--- src/rtl/aes_stream_pkg.sv ---
`default_nettype none
// ============================================================================
// Module      : aes_stream_pkg
// Description : Shared constants and types for the AES streaming wrapper.
//               AES_BLK_W    - AES block width in bits
//               AES_CORE_LAT - pipeline latency of the aes_128 core
//               AES_TAG_W    - default width of the user tag
//               aes_entry_t  - output FIFO entry {tag, data}
// Revision    : 1.0 - initial release
// ============================================================================
package aes_stream_pkg;

  localparam int AES_BLK_W    = 128;
  localparam int AES_CORE_LAT = 20;
  localparam int AES_TAG_W    = 4;

  typedef struct packed {
    logic [AES_TAG_W-1:0] tag;
    logic [AES_BLK_W-1:0] data;
  } aes_entry_t;

endpackage
`default_nettype wire

--- src/rtl/aes_out_fifo.sv ---
`default_nettype none
// ============================================================================
// Module      : aes_out_fifo
// Description : Synchronous show-ahead FIFO. The head entry is visible on
//               head_o whenever empty_o is low; pop_i advances to the next.
// Ports       : clk         - clock, rising edge
//               rst         - synchronous reset, active low
//               push_i      - write push_data_i at the end of this cycle
//               push_data_i - entry to write
//               pop_i       - discard the head entry at the end of this cycle
//               head_o      - current head entry (show-ahead)
//               full_o      - DEPTH entries stored
//               empty_o     - no entries stored
// Revision    : 1.0 - initial release
// ============================================================================
module aes_out_fifo #(
  parameter int DEPTH = 32,
  parameter int WIDTH = 132
) (
  input  logic             clk,
  input  logic             rst,
  input  logic             push_i,
  input  logic [WIDTH-1:0] push_data_i,
  input  logic             pop_i,
  output logic [WIDTH-1:0] head_o,
  output logic             full_o,
  output logic             empty_o
);

  localparam int AW = $clog2(DEPTH);

  // Pointers carry one extra wrap bit so full and empty are distinguishable.
  logic [AW:0]      wr_ptr_q, wr_ptr_d;
  logic [AW:0]      rd_ptr_q, rd_ptr_d;
  logic [WIDTH-1:0] mem_q [DEPTH];

  assign empty_o = (wr_ptr_q == rd_ptr_q);
  assign full_o  = (wr_ptr_q[AW] != rd_ptr_q[AW]) &&
                   (wr_ptr_q[AW-1:0] == rd_ptr_q[AW-1:0]);
  assign head_o  = mem_q[rd_ptr_q[AW-1:0]];

  always_comb begin
    wr_ptr_d = wr_ptr_q;
    rd_ptr_d = rd_ptr_q;
    if (push_i) begin
      wr_ptr_d = wr_ptr_q + (AW+1)'(1);
    end
    if (pop_i && !empty_o) begin
      rd_ptr_d = rd_ptr_q + (AW+1)'(1);
    end
  end

  always_ff @(posedge clk) begin
    if (!rst) begin
      wr_ptr_q <= '0;
      rd_ptr_q <= '0;
    end else begin
      wr_ptr_q <= wr_ptr_d;
      rd_ptr_q <= rd_ptr_d;
    end
  end

  // Storage is not reset; entries are only ever read between the pointers.
  always_ff @(posedge clk) begin
    if (push_i) begin
      mem_q[wr_ptr_q[AW-1:0]] <= push_data_i;
    end
  end

endmodule
`default_nettype wire

--- src/rtl/aes_stream_ctrl.sv ---
`default_nettype none
// ============================================================================
// Module      : aes_stream_ctrl
// Description : Valid/ready streaming wrapper around the non-stallable,
//               fully pipelined aes_128 core. Tracks which core slots hold
//               real blocks, captures finished ciphertext into an output
//               FIFO and admits new blocks only while FIFO space is credited.
// Ports       : clk, rst        - clock; synchronous active-low reset
//               in_valid/ready  - input handshake
//               in_state/key/tag- plaintext, key and user tag
//               core_state/key  - pass-through drive of the core inputs
//               core_out        - core ciphertext output
//               out_valid/ready - output handshake
//               out_data/tag    - ciphertext and its tag
//               busy            - any block in flight or buffered
// Revision    : 1.0 - initial release
// ============================================================================
module aes_stream_ctrl
  import aes_stream_pkg::*;
#(
  parameter int LAT   = AES_CORE_LAT,
  parameter int DEPTH = 32,
  parameter int TAG_W = AES_TAG_W
) (
  input  logic                 clk,
  input  logic                 rst,
  input  logic                 in_valid,
  output logic                 in_ready,
  input  logic [AES_BLK_W-1:0] in_state,
  input  logic [AES_BLK_W-1:0] in_key,
  input  logic [TAG_W-1:0]     in_tag,
  output logic [AES_BLK_W-1:0] core_state,
  output logic [AES_BLK_W-1:0] core_key,
  input  logic [AES_BLK_W-1:0] core_out,
  output logic                 out_valid,
  input  logic                 out_ready,
  output logic [AES_BLK_W-1:0] out_data,
  output logic [TAG_W-1:0]     out_tag,
  output logic                 busy
);

  localparam int               CNT_W   = $clog2(DEPTH + 1);
  localparam int               ENTRY_W = TAG_W + AES_BLK_W;
  localparam logic [CNT_W-1:0] DEPTH_C = CNT_W'(DEPTH);

  logic               in_fire;
  logic               out_fire;
  logic [LAT-1:0]     vld_sr_q;
  logic [TAG_W-1:0]   tag_sr_q [LAT];
  logic [CNT_W-1:0]   used_q, used_d;
  logic               fifo_push;
  logic               fifo_full;
  logic               fifo_empty;
  logic [ENTRY_W-1:0] fifo_head;

  // The core samples every edge; bubbles are simply marked invalid.
  assign core_state = in_state;
  assign core_key   = in_key;

  // Admission is gated only by the registered credit count, so a pop
  // re-opens in_ready on the following cycle rather than combinationally.
  assign in_ready  = rst & (used_q < DEPTH_C);
  assign in_fire   = in_valid & in_ready;
  assign out_valid = ~fifo_empty;
  assign out_fire  = out_valid & out_ready;
  assign {out_tag, out_data} = fifo_head;
  assign busy      = (used_q != '0);

  // Slot i of the shift register mirrors core pipeline stage i; the top bit
  // is set exactly in the cycle core_out holds that block's ciphertext.
  always_ff @(posedge clk) begin
    if (!rst) begin
      vld_sr_q <= '0;
    end else begin
      vld_sr_q[0] <= in_fire;
      for (int i = 1; i < LAT; i++) begin
        vld_sr_q[i] <= vld_sr_q[i-1];
      end
    end
  end

  // Tags need no reset: they are only consumed when qualified by vld_sr_q.
  always_ff @(posedge clk) begin
    tag_sr_q[0] <= in_tag;
    for (int i = 1; i < LAT; i++) begin
      tag_sr_q[i] <= tag_sr_q[i-1];
    end
  end

  // Credits cover in-flight plus buffered blocks, so FIFO space is reserved
  // at admission time and a push can never find the FIFO full.
  always_comb begin
    used_d = used_q;
    case ({in_fire, out_fire})
      2'b10:   used_d = used_q + CNT_W'(1);
      2'b01:   used_d = used_q - CNT_W'(1);
      default: used_d = used_q;
    endcase
  end

  always_ff @(posedge clk) begin
    if (!rst) begin
      used_q <= '0;
    end else begin
      used_q <= used_d;
    end
  end

  // The full qualifier is defensive; the credit invariant keeps it inert.
  assign fifo_push = vld_sr_q[LAT-1] & ~fifo_full;

  aes_out_fifo #(
    .DEPTH (DEPTH),
    .WIDTH (ENTRY_W)
  ) u_out_fifo (
    .clk         (clk),
    .rst         (rst),
    .push_i      (fifo_push),
    .push_data_i ({tag_sr_q[LAT-1], core_out}),
    .pop_i       (out_fire),
    .head_o      (fifo_head),
    .full_o      (fifo_full),
    .empty_o     (fifo_empty)
  );

endmodule
`default_nettype wire

--- config.mk ---
export PLATFORM = sky130hd
export DESIGN_NAME = aes_stream_ctrl
export DESIGN_NICKNAME = d
export VERILOG_FILES = /design/src/rtl/aes_stream_pkg.sv /design/src/rtl/aes_out_fifo.sv /design/src/rtl/aes_stream_ctrl.sv
export SDC_FILE = /design/constraint.sdc
export NUM_CORES = 2
export LEC_CHECK = 0
export ABC_CLOCK_PERIOD_IN_PS = 17700
export BUFFER_PORTS_ARGS = -buffer_cell sky130_fd_sc_hd__clkbuf_2
export CORE_UTILIZATION = 44
export DETAILED_ROUTE_END_ITERATION = 16
export MAX_ROUTING_LAYER = met4
export SETUP_SLACK_MARGIN = 0.1
export SLEW_MARGIN = 20
export SYNTH_ARGS = -nofsm -noshare
export SYNTH_HDL_FRONTEND = slang
export SYNTH_MEMORY_MAX_BITS = 65536
export SYNTH_SLANG_ARGS = --single-unit
--- constraint.sdc ---
create_clock -name clk -period 17.7 [get_ports clk]
set_input_delay 2.655 -clock clk [delete_from_list [all_inputs] [get_ports clk]]
set_output_delay 2.655 -clock clk [all_outputs]
set_load 0.01 [all_outputs]
== Word level (Yosys, flattened, before mapping) ==
Memories as Yosys holds them, arrays and structs flattened. A register that Yosys moved wholly into a read port is not among the register bits.
Cells that the tools add are included.
Storage, ports and cells
  register bits after elaboration: 38
  bits in writable memories: 4304
  bits of input ports: 392
  output and inout bits: 391
  logic and storage cells: 32
  memories: 2
Memories
  u_out_fifo.mem_q: words 32, width 132, rd ports 1, clocked after Yosys merged registers in 1, wr ports 1, RTL line aes_out_fifo.sv:35  | logic [WIDTH-1:0] mem_q [DEPTH];
  tag_sr_q: words 20, width 4, rd ports 20, clocked after Yosys merged registers in 0, wr ports 20, RTL line aes_stream_ctrl.sv:49  | logic [TAG_W-1:0] tag_sr_q [LAT];
Cells by class
  add/sub/neg operators: 4
  magnitude comparators: 1
  eq/ne operators: 5
  multiplexer cells: 5
  bitwise gates (word level): 6
  reductions and logical operators: 5
Operator list (number)
  adder 6 x 1 -> 6 bit, second input constant: 3
  case mux 6 bit (2 select lines): 1
  2-to-1 mux 5 bit: 2
  == test 6 bit: 1
  less-than comparator 6 bit, second input constant: 1
  nonzero test 6 bit: 1
  subtractor 6 x 1 -> 6 bit, second input constant: 1
  == test 5 bit: 1
  AND 1 bit: 4
  == test 2 x 1 -> 1 bit, second input constant: 1
  == test 2 bit, second input constant: 1
  logical AND 1 bit: 2
  2-to-1 mux 1 bit: 2
  NOT 1 bit: 2
  nonzero test 2 bit: 1
  logical NOT 1 bit: 1
  != test 1 bit: 1

== Longest topological paths before layout ==
  depth in word-level cells: 6
  depth in mapped cells: 13
  gate-level depth less buffers: 12

== Cells and area by module ==
A second synthesis with hierarchy kept.
Second synthesis, totals
  cells, all modules: 6985
  area, all modules: 162743.6 um2
Modules (own cells, without submodules)
  aes_out_fifo: times used 1, cells an instance 6541, area an instance 158150.4 um2, sequential area each 127182.0 um2
  aes_stream_ctrl: times used 1, cells an instance 444, area an instance 4593.2 um2, sequential area each 2122.0 um2

== Worst setup path before layout ==
Ideal clock, no wire load.
  path type: register -> register
  start point: register u_out_fifo.wr_ptr_q[4]
  end point: memory u_out_fifo.mem_q[21][0], enable pin
  library setup time: 626 ps
  data arrival time: 6845 ps
  required time: 17074 ps
  setup slack: 10230 ps
  cell stages (with the launch flop): 7
  path buffers: 1
  clock period less this slack: 7470 ps
  cell sequence: dfxtp_1 buf_4 xnor2_1 and3_1 a21boi_1 nand2_1 nor2_1
Between the ends
  word-level cells in the longest chain between the ends: 6
Ends and longest elaborated chain
  from (decl): RTL line aes_out_fifo.sv:33  | logic [AW:0] wr_ptr_q, wr_ptr_d;
  from (signal assigned): RTL line aes_out_fifo.sv:58  | wr_ptr_q <= wr_ptr_d;
  == test 5 bit: RTL line aes_out_fifo.sv:39  | (wr_ptr_q[AW-1:0] == rd_ptr_q[AW-1:0]);
  logical AND 1 bit: RTL line aes_out_fifo.sv:38  | assign full_o = (wr_ptr_q[AW] != rd_ptr_q[AW]) &&
  NOT 1 bit: RTL line aes_stream_ctrl.sv:110  | assign fifo_push = vld_sr_q[LAT-1] & ~fifo_full;
  AND 1 bit: RTL line aes_stream_ctrl.sv:110
  2-to-1 mux 1 bit: RTL line aes_out_fifo.sv:65  | if (push_i) begin
  2-to-1 mux 1 bit (not written as such): RTL line aes_out_fifo.sv:66  | mem_q[wr_ptr_q[AW-1:0]] <= push_data_i;
  to (decl): RTL line aes_out_fifo.sv:35
Several ways; a longest one is shown, not always the timed one.

==> metrics.txt <==
count of final setup violators=0; WP data required=15.05 ns; vias in the first global route=82700; Setup Fix Bufs, Post-CTS=0; Clock Tree Root=clkbuf_16; Die Area=378000 um^2; skew final=0.0383 ns; Crit. End Element=output pin; total power=20400 uW; Reg2Reg Depth=8; complex-gate fraction of the synthesized area=0.0351; Hold Path Sink=tag_sr_q[4][3]; clock sinks=4347; hold path start=tag_sr_q[3][15]; Synth warnings=0; design area=185000 um^2; hold path cells=0; CP max FO=147; min cycle time layout=around 8.5 ns; DR pass1 iterations=5; DRC Markers=0; Lkg Pwr=roughly 0.055 uW; Final Core Density=0.495; gr ovfl total=0; Synthesized Nets=8573; final hold vios=0; CTS clk-pin slew, worst paths=about 0.060 ns; largest net degree at the start of global routing=148; EDFF count, synth=between 4000 and 5000; Avg WL per Cell=approximately 35 um; CTS tree=done; r2r startpoint=u_out_fifo.wr_ptr_q[2]; final wirelength=between 400000 and 500000 um; register bit total from synthesis=about 4300; internal reg-to-reg setup slack=around 12 ns; CTS Buf Count=434; RSZ-0062 raised after global routing=false; R2R Path End=u_out_fifo.mem_q[2][99]; Core Area=373000 um^2; max cap viols=0; area share of fa/ha/maj cells after synthesis=0.000878; Total Routing Usage GR=0.259; largest family of logic cells by synthesized area=multiplexers; placed cell areas=171000 um^2; WS Path Type=flop to output pin; Seq/Total Area, Yosys=0.782; Worst VDD drop=0.0000791 V; Mapped Avg Cell Area=20.2 um^2; Post-Synth Simple-Gate Area=0.0208; Cell Area, Synth=roughly 170000 um^2; Die W=615 um; asr flop ratio synth=0; hold crit path type=flop to flop; Die Y=615 um; Final ANT Viol Nets=0; GPL Wtd Cong=0.762; routed vias=83200; Yosys cell types=47; CP Launch Type=flop; xor/xnor share of the synthesized area=0.000900; outcome=finished, final reports clean; Pwr per Cell Area=roughly 110 nW/um^2; Layout area overhead=11.7%; multiplexer share of the synthesized area=0.135; clock latency on the worst-skew pair=1.00 ns; Slew Limit Headroom=0.198; Post-layout nets=between 8000 and 9000; initial antenna violation count=68; cts hold-fix bufs=0; final worst-path cycle share=0.483; Least-Margin Pin Slew=1.20 ns; total negative setup slack=0 ns; I/O pin cnt=783; Core Rows=224; port bufs=270; Post-DP HPWL=between 200000 and 300000 um; f_max=roughly 120 MHz; post-cts gate resize count=0; most frequent cells in the layout=edfxtp_1 (4224), mux2i_1 (1049), a22oi_1 (652), mux4_2 (528), clkbuf_16 (439); Max Transition Viols Final=0; first-pass GRT wire length=around 660000 um; commonest non-fill, non-tap cell in the layout=edfxtp_1; Initial Util=0.443; initial DRC count=9683; H-tree depth=5; Longest Clk Path Bufs=4; dominant synthesized flop cell=edfxtp_1; Crit path arrival time=5.89 ns; layout cell share with drive strength beyond 1=0.190; Syn Inst Count=8170; Via density=6.06
cell families (layout without fill, tap and decap cells):
group	Yosys count	count (layout)
flip-flops	4347	4347
multiplexers	1577	1577
AO/OA/AOI/OAI	820	820
buffers and inverters	718	1269
AND/OR/NAND/NOR	680	680
XOR/XNOR	17	17
adder cells (fa/ha/maj)	11	11
other	0	34
layout make-up:
cell class              instances  area [um^2]
diodes                         34         85.1
clock buffers                 528        11400
clock inverters               273         2420
fillers                     29600       188000
inverters                       9         33.8
multi-input cells            3105        32200
flip-flops and latches       4347       129000
well taps                    4972         6220
repair buffers                459         3030
critical path, stage by stage, from the launching register on:
cell      delay [ns]
dfxtp_4         0.97
buf_12          0.74
buf_12          0.72
buf_4           0.95
mux4_2          0.42
a22oi_1         0.21
nand4_1         0.28
clkbuf_2        0.22
synthesized netlist by cell type (2+ instances only):
master	count	area share
edfxtp_1	4224	0.77
mux2i_1	1049	0.063
a22oi_1	652	0.030
mux4_2	528	0.072
nand3_1	272	0.0082
buf_4	270	0.012
buf_2	217	0.0066
clkbuf_1	158	0.0036
nand2_1	156	0.0035
a21oi_1	137	0.0041
nand4_1	134	0.0051
dfxtp_1	123	0.015
nor2_1	45	0.0010
buf_1	42	0.00095
and2_1	34	0.0013
buf_6	22	0.0015
nor2b_1	13	0.00049
xnor2_1	11	0.00058
ha_1	10	0.00076
a211oi_1	9	0.00041
inv_1	9	0.00020
o21ai_0	9	0.00027
xor2_1	6	0.00032
nand2b_1	5	0.00019
and3_1	3	0.00011
nand3b_1	3	0.00014
a21o_1	2	0.000091
and3b_1	2	0.00011
nor4_1	2	0.000076
nor4b_1	2	0.00011
o21a_1	2	0.000091
o31ai_1	2	0.000091
or2_2	2	0.000076
or3b_2	2	0.00011
stage by stage:
step / setup WS, ns / hold WS (ns) / cells
2_1_floorplan: 10.23 / 0.310 / 8170
3_3_place_gp: 10.17 / 0.313 / 12900
3_5_place_dp: 10.12 / 0.312 / 12900
4_1_cts: 9.06 / 0.314 / 13700
5_1_grt: 8.87 / 0.328 / 13700
6_report: 9.15 / 0.313 / 13700
power by group:
part	internal [uW]	switching (uW)
registers	11300	6.94
clock network	5090	3880
logic	11.7	125
worst max-delay path by stage:
| stage | start | endpoint |
|---|---|---|
| global placement | flop | out_data[106] |
| CTS | flop | out_data[106] |
| finish | flop | out_data[84] |
| detailed placement | flop | out_data[106] |
| global route | flop | out_data[106] |
| floorplan | u_out_fifo.wr_ptr_q[4] | u_out_fifo.mem_q[21][0] |
flip-flops by register name (all words and copies together) (netlist names), named ones only:
signal,cells
u_out_fifo.mem_q,4224
tag_sr_q,80
vld_sr_q,20
u_out_fifo.rd_ptr_q,6
u_out_fifo.wr_ptr_q,6
used_q,6
layer usage:
| metal | global-route usage | wire length (um) |
|---|---|---|
| met1 | 0.325 | 185000 |
| met3 | 0.0475 | 40000 |
| met5 | - | 0 |
| met4 | 0.0832 | 17500 |
| met2 | 0.427 | 243000 |
No activity file was read; power rests on OpenSTA's default activity.
